<file path="src/rtl/squeeze_output_unit.sv">
// rtl/squeeze_output_unit.sv - SHAKE squeeze output stage (optional SQUEEZE_ZERO_TAIL_EN zeroes unused tail bytes)
`timescale 1ns/1ps
module squeeze_output_unit #(
  parameter int w            = 64,
  parameter int w_byte_size  = 8,
  parameter int w_byte_width = 3,
  parameter int LEN_W        = 16
) (
  input  logic                    clk,
  input  logic                    rst_n,
  input  logic                    start,
  input  logic                    shake_mode,
  input  logic [LEN_W-1:0]        output_len,
  input  logic                    perm_done,
  output logic                    perm_req,
  output logic [4:0]              state_rd_addr,
  input  logic [w-1:0]            state_rd_data,
  output logic [w-1:0]            data_out,
  output logic                    data_out_valid,
  input  logic                    data_out_ready,
  output logic [w_byte_width:0]   data_out_bytes,
  output logic                    last_out,
  output logic                    busy
);

  typedef enum logic [1:0] {
    ST_IDLE      = 2'd0,
    ST_WAIT_PERM = 2'd1,
    ST_READ      = 2'd2,
    ST_EMIT      = 2'd3
  } state_t;

  localparam logic [4:0]            RATE_128   = 5'd21;
  localparam logic [4:0]            RATE_256   = 5'd17;
  localparam logic [w_byte_width:0] FULL_BYTES = (w_byte_width + 1)'(w_byte_size);
  localparam logic [LEN_W-1:0]      FULL_LEN   = LEN_W'(w_byte_size);

  state_t                  state;
  logic [LEN_W-1:0]        rem_bytes;
  logic [4:0]              word_idx;
  logic [4:0]              rate_words;

  logic                    next_last;
  logic [w_byte_width:0]   next_bytes;
  logic [w-1:0]            masked_word;

  // Byte count and final-word flag for the word about to be emitted
  always_comb begin
    next_last  = (rem_bytes <= FULL_LEN);
    next_bytes = next_last ? rem_bytes[w_byte_width:0] : FULL_BYTES;
  end

  // The read address always follows the word index; it is only updated on a handshake or start
  assign state_rd_addr = word_idx;

  // Squeeze control: length/index bookkeeping, permutation requests and registered stream flags
  always_ff @(posedge clk or negedge rst_n) begin
    if (!rst_n) begin
      state          <= ST_IDLE;
      rem_bytes      <= '0;
      word_idx       <= '0;
      rate_words     <= '0;
      perm_req       <= 1'b0;
      data_out_valid <= 1'b0;
      data_out_bytes <= '0;
      last_out       <= 1'b0;
      busy           <= 1'b0;
    end else begin
      perm_req <= 1'b0;
      case (state)
        ST_IDLE: begin
          if (start && (output_len != '0)) begin
            rem_bytes  <= output_len;
            rate_words <= shake_mode ? RATE_256 : RATE_128;
            word_idx   <= '0;
            busy       <= 1'b1;
            state      <= ST_WAIT_PERM;
          end
        end
        ST_WAIT_PERM: begin
          if (perm_done) begin
            state <= ST_READ;
          end
        end
        ST_READ: begin
          data_out_valid <= 1'b1;
          data_out_bytes <= next_bytes;
          last_out       <= next_last;
          state          <= ST_EMIT;
        end
        ST_EMIT: begin
          if (data_out_ready) begin
            data_out_valid <= 1'b0;
            data_out_bytes <= '0;
            last_out       <= 1'b0;
            rem_bytes      <= rem_bytes - LEN_W'(data_out_bytes);
            if (last_out) begin
              // Final word: no permutation request even at a rate-block boundary
              busy  <= 1'b0;
              state <= ST_IDLE;
            end else if (word_idx == (rate_words - 5'd1)) begin
              perm_req <= 1'b1;
              word_idx <= '0;
              state    <= ST_WAIT_PERM;
            end else begin
              word_idx <= word_idx + 5'd1;
              state    <= ST_READ;
            end
          end
        end
        default: begin
          state <= ST_IDLE;
        end
      endcase
    end
  end

  // Output word: raw state word, or with the unused low-order bytes zeroed when the tail option is built in
  always_comb begin
    masked_word = state_rd_data;
`ifdef SQUEEZE_ZERO_TAIL_EN
    for (int k = 0; k < w_byte_size; k++) begin
      if (k >= int'(data_out_bytes)) begin
        masked_word[w-1-8*k -: 8] = 8'h00;
      end
    end
`endif
    data_out = data_out_valid ? masked_word : '0;
  end

endmodule
</file>
<file path="config.mk">
export PLATFORM = sky130hd
export DESIGN_NAME = squeeze_output_unit
export DESIGN_NICKNAME = d
export VERILOG_FILES = /design/src/rtl/squeeze_output_unit.sv
export SDC_FILE = /design/constraint.sdc
export NUM_CORES = 1
export LEC_CHECK = 0
export ABC_CLOCK_PERIOD_IN_PS = 3800
export BUFFER_PORTS_ARGS = -buffer_cell sky130_fd_sc_hd__buf_4
export CAP_MARGIN = 0
export CELL_PAD_IN_SITES_DETAIL_PLACEMENT = 1
export CELL_PAD_IN_SITES_GLOBAL_PLACEMENT = 1
export CORE_MARGIN = 2
export CORE_UTILIZATION = 32
export CTS_BUF_LIST = sky130_fd_sc_hd__clkbuf_8
export CTS_CLUSTER_DIAMETER = 40
export CTS_CLUSTER_SIZE = 20
export DETAILED_ROUTE_END_ITERATION = 8
export GPL_ROUTABILITY_DRIVEN = 0
export PLACE_DENSITY = 0.93
export SLEW_MARGIN = 20
export SYNTH_ARGS = -nofsm -noshare
export SYNTH_HDL_FRONTEND = slang
export SYNTH_SLANG_ARGS = --single-unit
</file>
<file path="constraint.sdc">
create_clock -name clk -period 3.8 [get_ports clk]
set_input_delay 0.76 -clock clk [delete_from_list [all_inputs] [get_ports clk]]
set_output_delay 0.76 -clock clk [all_outputs]
set_load 0.01 [all_outputs]
</file>
==> results of run 1 <==
-- metrics by stage --
step	utilization, %	std cells
after floorplan	-	304
after global placement	49.2	552
after detailed placement	49.2	552
after CTS	50.5	560
after global routing	50.5	560
final	50.5	560
-- worst max-delay path: cells and delay by family --
family          cells  cell delay [ns]
buf+inv             1             0.11
compound gates      3             1.07
simple gates        2             1.14
-- final cells by class --
type,instances,share of cell area [%]
Multi-Input combinational cell,244,40.0
Timing Repair Buffer,163,31.7
Sequential cell,33,21.4
Tap cell,102,3.30
Clock buffer,7,2.49
Inverter,10,0.972
Clock inverter,1,0.130
-- state kept, by name (all words and copies together), names as in the netlist --
name / cells
rate_words: 2
data_out_bytes: 4
perm_req: 1
rem_bytes: 16
state_rd_addr: 5
busy: 1
data_out_valid: 1
last_out: 1
state: 2
-- metal layers --
layer	global-route usage, %	vias up	wire [µm]
met5	0	-	0
met4	5.85	0	178
met3	5.01	13	666
met2	45.2	114	5520
met1	27.1	1413	3860
li1	-	1378	-
-- cells in the final DEF (no fill, tap or decap), drive strengths merged, types with 5 or more instances in the layout --
cell type / count
a21oi: 9
and2: 67
buf: 163
clkbuf: 7
dfrtp: 33
ha: 7
inv: 10
nand2: 29
nand3: 6
nand4: 9
nor2: 19
nor2b: 7
nor3: 11
nor4: 7
o21ai: 16
o22ai: 6
o31ai: 5
-- where the power goes --
group | internal (µW) | switching [µW]
clock | 164 | 139
combinational | 757 | 909
sequential | 489 | 193
total | 1410 | 1240
-- cells by family (layout without fill, tap and decap cells) --
family                   count (synthesis)  count (layout)  share of synthesized area, %
adder cells (fa/ha/maj)                  8               8                          4.32
AND/OR/NAND/NOR                        163             163                          36.3
XOR/XNOR                                 3               3                          1.06
flip-flops                              33              33                          33.2
multiplexers                             2               2                         0.854
AO/OA/AOI/OAI                           68              68                          19.6
buffers and inverters                   27             181                          4.72
-- synth_stat cells (all sizes together) (7+ instances only) --
| master | n | area share [%] |
|---|---|---|
| nand2 | 29 | 4.4 |
| ha | 7 | 3.5 |
| nor2 | 19 | 2.9 |
| nor3 | 11 | 2.2 |
| clkbuf | 14 | 2.1 |
| inv | 10 | 1.5 |
| nor4 | 7 | 2.4 |
| and2 | 67 | 17 |
| a21oi | 9 | 1.8 |
| dfrtp | 33 | 33 |
| o21ai | 16 | 3.2 |
| nand4 | 9 | 2.3 |
| nor2b | 7 | 1.8 |
-- final timing paths --
kind,start,end,slack (ns),cells past startpoint
worst max-delay path,output_len[3],rem_bytes[9]$_DFFE_PN0P_,0.95,6
worst min-delay path,rst_n,state_rd_addr[4]$_DFFE_PN0P_,0.41,1
worst max register to register,rem_bytes[0]$_DFFE_PN0P_,rem_bytes[8]$_DFFE_PN0P_,1.44,8
worst min register to register,data_out_valid$_DFFE_PN0P_,data_out_valid$_DFFE_PN0P_,0.48,1
max in group asynchronous,rst_n,rem_bytes[10]$_DFFE_PN0P_,3.07,1
min in group clk,data_out_valid$_DFFE_PN0P_,data_out_valid$_DFFE_PN0P_,0.48,1
==> reports/metrics.yaml, run 1 <==
die_x_um: 92.2
fin_crit_ns: 2.85
antenna_found_initial: 0
clk_latency_ns: 0.30
finalPower_uw: 2650
via_per_inst: 5.21
num_rows: 32
design_area_um2: 3860
wl_per_cell_um: 18.3
worstSetupPathType: "input port to register"
dp.final_hpwl_um: 8370
synth_edf_count: 0
ir_drop_v: 0.000309
hold_violations: 0
grt_pass1_vias: 2941
clock-sinks: 33
clk_root_buffer_cell: "clkbuf_8"
synth-seq-cells: 33
grt_pass1_wl_um: 16000
leakage_uw: 0.00188
clk_path_buf_depth: 2
cts_made_buffers: 5
nFillCells: 937
crit_arrival_ns: 3.07
totalWireLength_um: 10200
seq_area_frac_synth_pct: 33.2
area_growth_syn_to_layout_pct: 55.1
tns_ns: 0
syn_avg_cell_area_um2: 8.19
whs_ns: 0.408
grt_overflow: 0
synthCells: 304
rsz0062_at_grt: "no"
postCtsHoldBufs: 0
layout-drive-gt1-share_pct: 38.6
antenna_cells: 0
track_usage_pct: 23.9
ys.flop_type: "dfrtp_1"
fin_nets: 551
syn_area_um2: 2490
setup_viol: 0
fin_crit_sh_pct: 74.9
clk_pin_slew_worst_paths_ns: 0.08
fin_skew_ns: 0.0143
start_util_pct: 32.6
cp_max_fo: 18
status: "completed"
max_freq_ghz: 0.351
cts_tree: "built"
synthArstFlopShare_pct: 100
die_height_um: 92.2
power_density_nw_per_um2: 686
cp_cell_sequence: "buf_4 > nor4_1 > a41o_1 > nor2b_1 > o22ai_1 > a21oi_1"
fin_ws_ns: 0.953
slowest_delay_ns: 0.71
dr.pass1.iters: 4
die-area_um2: 8500
cp_data_required_time_ns: 4.03
postCtsResizedCells: 0
cts_max_level: 2
slew_violations: 0
hold_class: "input port to asynchronous set/reset pin"
cts_setup_buffers: 0
drc_errors: 0
vias: 2918
multi_input_area_um2: 1550
dr.first_iter.drc_count: 121
setup.worst_path.start_class: "input port"
synth_fp_nets: 398
yosysWarnings: 0
synth_cell_type_count: 49
end_kind: "register"
maxSlewHeadroom_pct: 50.8
regArea_um2: 826
ant_nets: 0
cap_violations: 0
io_buffers: 162
grt_max_degree: 66
worst_slew_pin_slew_ns: 0.731
crit_slowest_cell: "a41o_1"
pin_count: 163
pre_cts_slack_ns: 0.704
coreArea_um2: 7650
place_area_um2: 3760
Power figures use the tool's default switching activity.
==> run 2: changes to the inputs <==
- ABC_AREA: default -> 1
- ABC_CLOCK_PERIOD_IN_PS: 3800 -> 2690
- CORE_UTILIZATION: 32 -> 29
- PLACE_DENSITY: 0.93 -> 0.87
- clock period: 3.8 -> 2.69 ns (I/O delays scaled with it)
==> reports/metrics.yaml, run 2 <==
r2r-start: "data_out_bytes[0]$_DFFE_PN0P_"
clock-sinks: 33
final_common_cell: "nand2_1"
synthArstFlopShare_pct: 100
setup_viol: 0
io_buffers: 162
grt_max_degree: 45
start_util_pct: 29.4
slew_violations: 0
yosysTopAreaCell: "dfrtp_1"
drc_errors: 0
vias: 3590
antenna_cells: 0
crit_arrival_ns: 1.49
r2r_end: "rem_bytes[8]$_DFFE_PN0P_"
fin_ws_ns: 0.658
pin_count: 163
finalPower_uw: 4030
clk_root_buffer_cell: "clkbuf_8"
synth_fp_nets: 574
synth_cell_type_count: 31
synth-seq-cells: 33
die_x_um: 103
wl_per_cell_um: 15.3
dp.final_hpwl_um: 9410
synth_top_family_by_area: "simple AND/OR/NAND/NOR gates"
yosysWarnings: 0
synth_fa_ha_area_share_pct: 3.79
whs_ns: 0.191
final_cell_mix: "185 x nand2_1, 162 x buf_4, 100 x inv_1"
cts_tree: "built"
cp_cell_sequence: "buf_12 > nand2_1 > inv_1 > buf_4"
power_density_nw_per_um2: 939
rsz0062_at_grt: "no"
synth_edf_count: 0
slowest_delay_ns: 0.64
fin_skew_ns: 0.0155
pre_cts_slack_ns: 0.665
largest_reg_flops: 16
yosys.area_share.simple_pct: 44.5
hold_class: "input port to asynchronous set/reset pin"
clk_latency_ns: 0.31
synth_xor_area_share_pct: 2.16
place_area_um2: 4180
cts_made_buffers: 5
fin_crit_ns: 2.03
design_area_um2: 4290
muxShareOfSynthArea_pct: 0
synthTopCellsByCount: "185 x nand2_1, 99 x inv_1, 40 x nor2_1"
postCtsResizedCells: 0
rrSetupSlack_ns: 0.67
regMostFlops: "rem_bytes"
coreArea_um2: 9640
die-area_um2: 10600
worst_slew_pin_slew_ns: 0.472
fin_nets: 732
cts_setup_buffers: 0
crit_slowest_cell: "dfrtp_2"
rr_worst_depth: 11
ys.flop_type: "dfrtp_1"
maxSlewHeadroom_pct: 68.4
worstSetupPathType: "register to output port"
synthMostInstantiatedCell: "nand2_1"
die_height_um: 103
end_kind: "output port"
postCtsHoldBufs: 0
grt_overflow: 0
max_freq_ghz: 0.492
dr.pass1.iters: 4
num_rows: 36
antenna_found_initial: 0
fin_crit_sh_pct: 75.5
dr.first_iter.drc_count: 83
hold_violations: 0
layout-drive-gt1-share_pct: 29.7
ant_nets: 0
seq_area_frac_synth_pct: 29.1
setup.worst_path.start_class: "register"
cap_violations: 0
via_per_inst: 4.65
status: "completed"
grt_pass1_wl_um: 17800
synthCells: 480
tns_ns: 0
cp_max_fo: 44
synthTopCellsByArea: "dfrtp_1 29%, nand2_1 24%, inv_1 13%"
nFillCells: 1354
syn_avg_cell_area_um2: 5.91
ir_drop_v: 0.000302
grt_pass1_vias: 3853
totalWireLength_um: 11800
clk_path_buf_depth: 2
clk_pin_slew_worst_paths_ns: 0.08
leakage_uw: 0.00273
cts_max_level: 2
area_growth_syn_to_layout_pct: 51.4
synth.top_cell.area_share_pct: 29.1
track_usage_pct: 21.6
synth_compound_area_share_pct: 4.54
syn_area_um2: 2840
cp_data_required_time_ns: 2.15
run 2: cell types whose count changed in the layout (fill, tap and decap cells not counted), sizes merged, moves of 6 or more:
cell / delta
nand2: +161
inv: +91
and2: -67
nand3: +35
nor2: +26
nor3: -10
nor4: -7
or2: +7
nor2b: -6
run 2: per-layer routing:
layer | wire length [µm] | global-route usage, % | share of wire [%]
met5 | 0 | 0 | 0
met4 | 162 | 6.17 | 1.4
met3 | 794 | 6.71 | 6.7
met2 | 6370 | 40.8 | 54
met1 | 4450 | 23.1 | 38
run 2: worst max path at each step:
| stage | startpoint | endpoint | cells after the start |
|---|---|---|---|
| detailed placement | data_out_bytes[0]$_DFFE_PN0P_ | rem_bytes[8]$_DFFE_PN0P_ | 11 |
| finish | data_out_valid$_DFFE_PN0P_ | data_out[24] | 4 |
| global placement | data_out_bytes[0]$_DFFE_PN0P_ | rem_bytes[8]$_DFFE_PN0P_ | 11 |
| floorplan | data_out_bytes[0]$_DFFE_PN0P_ | rem_bytes[8]$_DFFE_PN0P_ | 11 |
| global route | rem_bytes[0]$_DFFE_PN0P_ | rem_bytes[8]$_DFFE_PN0P_ | 12 |
| CTS | data_out_valid$_DFFE_PN0P_ | data_out[24] | 4 |
run 2: stage by stage:
step	utilization, %	std cells
after detailed placement	43.3	764
after floorplan	-	480
after CTS	44.5	772
after global placement	43.3	764
after global routing	44.5	772
final	44.5	772
run 2: cell type report:
class,count,area [µm²],share of cell area (%)
Tap cell,133,166,3.88
Inverter,101,389,9.06
Timing Repair Buffer,163,1240,28.8
Clock buffer,6,82.6,1.92
Multi-Input combinational cell,334,1560,36.3
Clock inverter,2,33.8,0.787
Sequential cell,33,827,19.3
run 2: report_power, final:
part | switching (µW) | leakage (µW) | internal (µW) | total, µW
combinational | 1560 | 0.00225 | 1010 | 2570
sequential | 283 | 0.000415 | 667 | 950
clock | 209 | 0.0000626 | 299 | 508
total | 2060 | 0.00273 | 1980 | 4030
run 2: critical path, delay by kind of cell, from the launching register on:
family / cells / cell delay (ns)
buf+inv: 3 / 0.45
simple gates: 1 / 0.09
flops: 1 / 0.64
run 2: logic make-up (layout without fill, tap and decap cells):
group,count (synthesis),count (layout)
adders and majority gates,8,8
buffers and inverters,113,272
AOI/OAI and AO/OA,24,24
and+or+nand+nor,295,295
DFF,33,33
xor gates and xnor gates,7,7
